==> config.mk <==
export PLATFORM = sky130hd
export DESIGN_NAME = jtag_counter_sequencer
export DESIGN_NICKNAME = d
export VERILOG_FILES = /design/src/rtl/jtag_user_pkg.sv /design/src/rtl/jtag_counter_sequencer.sv
export SDC_FILE = /design/constraint.sdc
export NUM_CORES = 1
export LEC_CHECK = 0
export ABC_AREA = 1
export BUFFER_PORTS_ARGS = -buffer_cell sky130_fd_sc_hd__buf_2
export CAP_MARGIN = 20
export CORE_MARGIN = 3
export CORE_UTILIZATION = 40
export CTS_CLUSTER_SIZE = 25
export DETAILED_ROUTE_END_ITERATION = 7
export HOLD_SLACK_MARGIN = 0.06
export PLACE_DENSITY = 0.74
export SYNTH_ARGS = -nofsm -noshare
export SYNTH_HDL_FRONTEND = slang
export SYNTH_SLANG_ARGS = --single-unit
==> constraint.sdc <==
create_clock -name tck -period 1.7 [get_ports tck]
set_clock_uncertainty 0.2 [all_clocks]
set_input_delay 0.17 -clock tck [delete_from_list [all_inputs] [get_ports tck]]
set_output_delay 0.17 -clock tck [all_outputs]
set_load 0.02 [all_outputs]
==> src/rtl/jtag_user_pkg.sv <==
// Shared opcodes, state/mode types and the response-word packer for the JTAG user-logic command path.
// Holds no logic of its own, so it adds no latency.
// Holds no logic of its own, so it has no backpressure behaviour.
package jtag_user_pkg;

  typedef logic [3:0] cmd_t;

  localparam cmd_t CMD_NOP    = 4'h0;
  localparam cmd_t CMD_SELECT = 4'h9;
  localparam cmd_t CMD_AUTO   = 4'hA;
  localparam cmd_t CMD_CLEAR  = 4'hB;
  localparam cmd_t CMD_ACK    = 4'hF;

  typedef enum logic {
    MODE_MANUAL = 1'b0,
    MODE_AUTO   = 1'b1
  } mode_e;

  typedef enum logic [1:0] {
    ST_IDLE       = 2'd0,
    ST_EXEC       = 2'd1,
    ST_CLEAR_HOLD = 2'd2
  } state_e;

  // Packs {sel, err, count} into the low bits of a 64-bit word.
  // cw is the counter width. The caller truncates the result to its response width.
  // This supports a counter width of up to 32 bits and a select width of up to 31 bits.
  function automatic logic [63:0] pack_resp(input logic [31:0] sel,
                                            input logic        err,
                                            input logic [31:0] count,
                                            input int unsigned cw);
    logic [63:0] w;
    w = {32'd0, count};
    w = w | ({63'd0, err} << cw);
    w = w | ({32'd0, sel} << (cw + 1));
    return w;
  endfunction

endpackage

==> src/rtl/jtag_counter_sequencer.sv <==
// Purpose: decodes command bytes from tap_decoder and selects the counter value that tap_encoder shifts out.
// Latency: a command byte seen on an idle FSM executes on the next cycle, and its effects are visible the cycle after that.
// Backpressure: none. A 1-deep pending slot absorbs one byte; a byte that arrives while the slot is full is dropped and sets err_flag.
// Ports:
//   tck / test_logic_reset_n   : clock and async active-low reset
//   inbound_valid/inbound_data : command strobe and byte {opcode[7:4], arg[3:0]}
//   capture_dr                 : sample the selected counter into resp_data
//   count_in                   : packed counter values, counter i at [i*COUNTER_WIDTH +: COUNTER_WIDTH]
//   clear                      : per-counter clear pulse, CLEAR_CYCLES long
//   resp_valid/resp_data       : response word {sel, err_flag, count}
module jtag_counter_sequencer
  import jtag_user_pkg::*;
#(
  parameter int unsigned NUM_COUNTERS  = 8,
  parameter int unsigned COUNTER_WIDTH = 28,
  parameter int unsigned CLEAR_CYCLES  = 2
) (
  input  logic                                       tck,
  input  logic                                       test_logic_reset_n,
  input  logic                                       inbound_valid,
  input  logic [7:0]                                 inbound_data,
  input  logic                                       capture_dr,
  input  logic [NUM_COUNTERS*COUNTER_WIDTH-1:0]      count_in,
  output logic [NUM_COUNTERS-1:0]                    clear,
  output logic                                       resp_valid,
  output logic [$clog2(NUM_COUNTERS)+COUNTER_WIDTH:0] resp_data
);

  localparam int unsigned SW = $clog2(NUM_COUNTERS);
  localparam int unsigned RW = SW + 1 + COUNTER_WIDTH;
  localparam int unsigned HW = (CLEAR_CYCLES > 1) ? $clog2(CLEAR_CYCLES) : 1;

  logic [COUNTER_WIDTH-1:0] cnt_arr [NUM_COUNTERS];

  for (genvar i = 0; i < NUM_COUNTERS; i++) begin : g_unpack
    assign cnt_arr[i] = count_in[i*COUNTER_WIDTH +: COUNTER_WIDTH];
  end

  state_e                  state_q, state_d;
  mode_e                   mode_q, mode_d;
  logic [SW-1:0]           sel_q, sel_d;
  logic                    err_q, err_d;
  logic                    pend_vld_q, pend_vld_d;
  logic [7:0]              pend_dat_q, pend_dat_d;
  logic [7:0]              cmd_q, cmd_d;
  logic [HW-1:0]           hold_q, hold_d;
  logic [NUM_COUNTERS-1:0] clear_q, clear_d;
  logic                    resp_vld_q, resp_vld_d;
  logic [RW-1:0]           resp_dat_q, resp_dat_d;

  cmd_t                    exec_op;
  logic [3:0]              exec_arg;
  logic                    consume;
  logic                    bypass;
  logic                    exec_select;
  logic                    err_set;
  logic                    err_clr;
  logic                    clr_bad;
  logic [NUM_COUNTERS-1:0] clr_mask;

  assign exec_op  = cmd_q[7:4];
  assign exec_arg = cmd_q[3:0];

  always_comb begin
    state_d     = state_q;
    mode_d      = mode_q;
    sel_d       = sel_q;
    err_d       = err_q;
    pend_vld_d  = pend_vld_q;
    pend_dat_d  = pend_dat_q;
    cmd_d       = cmd_q;
    hold_d      = hold_q;
    clear_d     = '0;
    resp_vld_d  = resp_vld_q;
    resp_dat_d  = resp_dat_q;
    consume     = 1'b0;
    bypass      = 1'b0;
    exec_select = 1'b0;
    err_set     = 1'b0;
    err_clr     = 1'b0;
    clr_bad     = 1'b0;
    clr_mask    = '0;

    case (state_q)
      ST_IDLE: begin
        if (pend_vld_q) begin
          cmd_d   = pend_dat_q;
          state_d = ST_EXEC;
          consume = 1'b1;
        end else if (inbound_valid) begin
          // When the slot is empty, a fresh byte goes straight to EXEC.
          // This gives the one-cycle command latency.
          cmd_d   = inbound_data;
          state_d = ST_EXEC;
          bypass  = 1'b1;
        end
      end

      ST_EXEC: begin
        state_d = ST_IDLE;
        case (exec_op)
          CMD_NOP: ;
          CMD_SELECT: begin
            sel_d       = exec_arg[SW-1:0];
            mode_d      = MODE_MANUAL;
            exec_select = 1'b1;
          end
          CMD_AUTO: mode_d = MODE_AUTO;
          CMD_CLEAR: begin
            if (exec_arg[3]) begin
              clr_mask = '1;
            end else if (32'(exec_arg[2:0]) >= NUM_COUNTERS) begin
              clr_bad = 1'b1;
            end else begin
              clr_mask = NUM_COUNTERS'(1) << exec_arg[2:0];
            end
            if (clr_bad) begin
              err_set = 1'b1;
            end else begin
              clear_d = clr_mask;
              hold_d  = HW'(CLEAR_CYCLES - 1);
              if (CLEAR_CYCLES > 1) state_d = ST_CLEAR_HOLD;
            end
          end
          CMD_ACK: err_clr = 1'b1;
          default: err_set = 1'b1;
        endcase
      end

      ST_CLEAR_HOLD: begin
        if (hold_q == '0) begin
          state_d = ST_IDLE;
        end else begin
          hold_d  = hold_q - HW'(1);
          clear_d = clear_q;
        end
      end

      default: state_d = ST_IDLE;
    endcase

    // Pending slot. The slot frees in the same cycle it is consumed, so a byte arriving then is still accepted.
    if (inbound_valid && !bypass) begin
      if (!pend_vld_q || consume) begin
        pend_vld_d = 1'b1;
        pend_dat_d = inbound_data;
      end else begin
        err_set = 1'b1;
      end
    end else if (consume) begin
      pend_vld_d = 1'b0;
    end

    // If an ACK and an error land in the same cycle, the set wins.
    if (err_clr) err_d = 1'b0;
    if (err_set) err_d = 1'b1;

    // Capture samples the pre-update sel and err_flag.
    // An executing SELECT owns sel in that cycle, so there is no auto-advance then.
    if (capture_dr) begin
      resp_dat_d = RW'(pack_resp(32'(sel_q), err_q, 32'(cnt_arr[sel_q]), COUNTER_WIDTH));
      resp_vld_d = 1'b1;
      if (mode_q == MODE_AUTO && !exec_select) sel_d = sel_q + SW'(1);
    end
  end

  always_ff @(posedge tck or negedge test_logic_reset_n) begin
    if (!test_logic_reset_n) begin
      state_q    <= ST_IDLE;
      mode_q     <= MODE_MANUAL;
      sel_q      <= '0;
      err_q      <= 1'b0;
      pend_vld_q <= 1'b0;
      pend_dat_q <= '0;
      cmd_q      <= '0;
      hold_q     <= '0;
      clear_q    <= '0;
      resp_vld_q <= 1'b0;
      resp_dat_q <= '0;
    end else begin
      state_q    <= state_d;
      mode_q     <= mode_d;
      sel_q      <= sel_d;
      err_q      <= err_d;
      pend_vld_q <= pend_vld_d;
      pend_dat_q <= pend_dat_d;
      cmd_q      <= cmd_d;
      hold_q     <= hold_d;
      clear_q    <= clear_d;
      resp_vld_q <= resp_vld_d;
      resp_dat_q <= resp_dat_d;
    end
  end

  assign clear      = clear_q;
  assign resp_valid = resp_vld_q;
  assign resp_data  = resp_dat_q;

endmodule

==> results_dict.tcl <==
set metrics [dict create \
    netlist.area_leader.share_pct 35.2 \
    h-tree-depth 3 \
    synthesis.area_sq_mm 0.00470 \
    cts.sinks 66 \
    fillers 811 \
    synth.top_cells.by_area "dfrtp_1 35%, nand2_1 17%, nand3_1 13%" \
    wl_um 23600 \
    preCtsSetupSlack_ns 0.0624 \
    yosysSeqAreaShare_pct 35.2 \
    ys_top_cells_by_count "216 x nand2_1, 119 x nand3_1, 93 x nor2_1" \
    dieWidth_um 114 \
    rsz0062_at_grt "true" \
    grt_pass1_vias 7043 \
    max_slew.worst_pin.slew_ns 0.583 \
    grt-ovfl-total 0 \
    gp_congestion 0.966 \
    grt_max_degree 72 \
    synth_edf_count 0 \
    hold_slack_ns 0.0470 \
    violations "DRC" \
    first_pass_iters 8 \
    io_pins 277 \
    clockBufferDepth 2 \
    ys.flop_type "dfrtp_1" \
    slew-limit-headroom_pct 61.2 \
    std_cell_rows 38 \
    drc 8 \
    syn_inst 723 \
    syn-num-nets 960 \
    fin_ws_ns 0.0546 \
    worst_ep_required_time_ns 1.71 \
    dpl_cell_area_sq_mm 0.00622 \
    final_cells 1308 \
    wl_per_cell_um 18.0 \
    hold_class "in2reg" \
    vias 7387 \
    powerDensity_mw_per_mm2 1400 \
    synth_async_sr_flop_share_pct 100 \
    grt_pass1_wl_um 35400 \
    clock_latency_ns 0.33 \
    cp-end-kind "flop" \
    fp.coreArea_sq_mm 0.0112 \
    cp_max_fo 36 \
    status "finished, violations left" \
    clk_root_buffer_cell "clkbuf_16" \
    port_buffers 276 \
    start_kind "flop" \
    ys_ff_latch 66 \
    fin_nets 1397 \
    fin_area_sq_mm 0.00831 \
    yosys.area.top_type "dfrtp_1" \
    drive_gt1_share_pct 29.3 \
    hold_viol 0 \
    cts_tree "built" \
    initial_utilization_pct 42.0 \
    multi_input_area_sq_mm 0.00260 \
    gr-usage-all-layers_pct 34.6 \
    drtAntennaViolNets 0 \
    period_needed_ns 1.65 \
    clk_pin_slew_worst_paths_ns 0.06 \
    ys_types 30 \
    dp_cells 1114 \
    synth.most_common_cell "nand2_1" \
    maxCapViolCount 0 \
    area_growth_syn_to_layout_pct 77.0 \
    dieArea_sq_mm 0.0131 \
    antenna_found_initial 0 \
    fin_crit_sh_pct 96.8 \
    crit_arrival_ns 1.66 \
    yosys_warnings 0 \
    ff_latch_area_sq_mm 0.00166 \
    final-setup-viol-count 0 \
    path_class "reg2reg" \
    power_leakage_uw 0.00422 \
    avgSynthCellArea_sq_um 6.49 \
    drtIter0Drc 1239 \
    hpwl_um 13300 \
    cts-buffers-inserted 9 \
    timing.fmax_ghz 0.608 \
    die_h_um 114 \
    routed_via_density 5.65 \
    vdd_ir_drop_max_mv 0.917 \
    slew_viol_final 0 \
    power_uw 11600 \
]
## cell usage in the layout, fill, tap and decap left out, drive strengths merged, types with 3 or more instances in the layout
cell and n:
nor2 97, inv 42, o21ai 112, a31oi 3, dfrtp 66, dlygate4sd3 173, o22ai 8, nand3 121
diode 3, o211ai 8, buf 299, clkbuf 10, nand2 217
## critical path, cell delays in order (launching register included)
cell	delay (ns)
dfrtp_4	0.54
buf_16	0.21
nor2_1	0.13
nor2_1	0.06
o21ai_1	0.11
o21ai_1	0.12
nand2_1	0.07
nand3_1	0.07
## per-stage QoR
stage / util (%) / TNS, ns
after floorplan: - / 0
after global placement: 55.6 / 0
after detailed placement: 55.6 / 0
after CTS: 73.9 / 0
after global routing: 74.3 / -0.0521
final: 74.4 / 0
## flip-flops by register name (all words and copies together) (netlist names)
| name | cells |
|---|---|
| pend_vld_q | 1 |
| err_q | 1 |
| resp_data | 32 |
| state_q | 2 |
| mode_q | 1 |
| cmd_q | 8 |
| sel_q | 3 |
| clear | 8 |
| resp_valid | 1 |
| hold_q | 1 |
| pend_dat_q | 8 |
## kinds of logic (layout without fill, tap and decap cells)
group,count (synthesis),after routing,synth area share [%]
other,0,3,0
buffers and inverters,85,527,9.59
flip-flops,66,66,35.2
XOR/XNOR,1,1,0.187
adder cells (fa/ha/maj),1,1,0.266
AO/OA/AOI/OAI,132,132,15.4
AND/OR/NAND/NOR,438,438,39.4
## layout make-up
type,instances,share of cell area [%]
diodes,3,0.0903
clock buffers,9,2.71
clock inverters,7,0.978
inverters,38,1.78
multi-input cells,572,31.3
flip-flops and latches,66,19.9
well taps,140,2.11
repair buffers,473,41.1
## what timing repair did
action / CTS / global route
hold buffers: 173 / 0
gates resized for setup: 0 / 5
endpoints found under the hold margin: 71 / 0
setup endpoints to repair: 0 / 5
buffers inserted: 0 / 1
## path summary, 6_finish.rpt
check	startpoint	to	slack (ns)	depth (start not counted)
setup reg to reg	sel_q[0]	resp_data[14]	0.05	7
hold / removal	count_in[30]	resp_data[2]	0.05	5
hold reg to reg	resp_data[31]	resp_data[31]	0.28	2
max in group asynchronous	test_logic_reset_n	resp_data[15]	0.51	3
setup / recovery	sel_q[0]	resp_data[14]	0.05	7
min in group asynchronous	test_logic_reset_n	cmd_q[5]	0.17	2
## power by group
group / switching (uW) / leakage, uW / total, uW / internal (uW)
sequential: 496 / 0.000815 / 2730 / 2230
combinational: 4340 / 0.00326 / 6950 / 2610
clock: 763 / 0.000147 / 1920 / 1160
## metal layers
| layer | GRT usage [%] | vias to the layer above | part of all wire (%) |
|---|---|---|---|
| met5 | 0 | - | 0 |
| met4 | 23.7 | 0 | 8.4 |
| met3 | 11.5 | 215 | 12 |
| met2 | 58.0 | 649 | 47 |
| met1 | 36.8 | 3264 | 33 |
| li1 | - | 3259 | - |
Power figures use the tool's default switching activity.
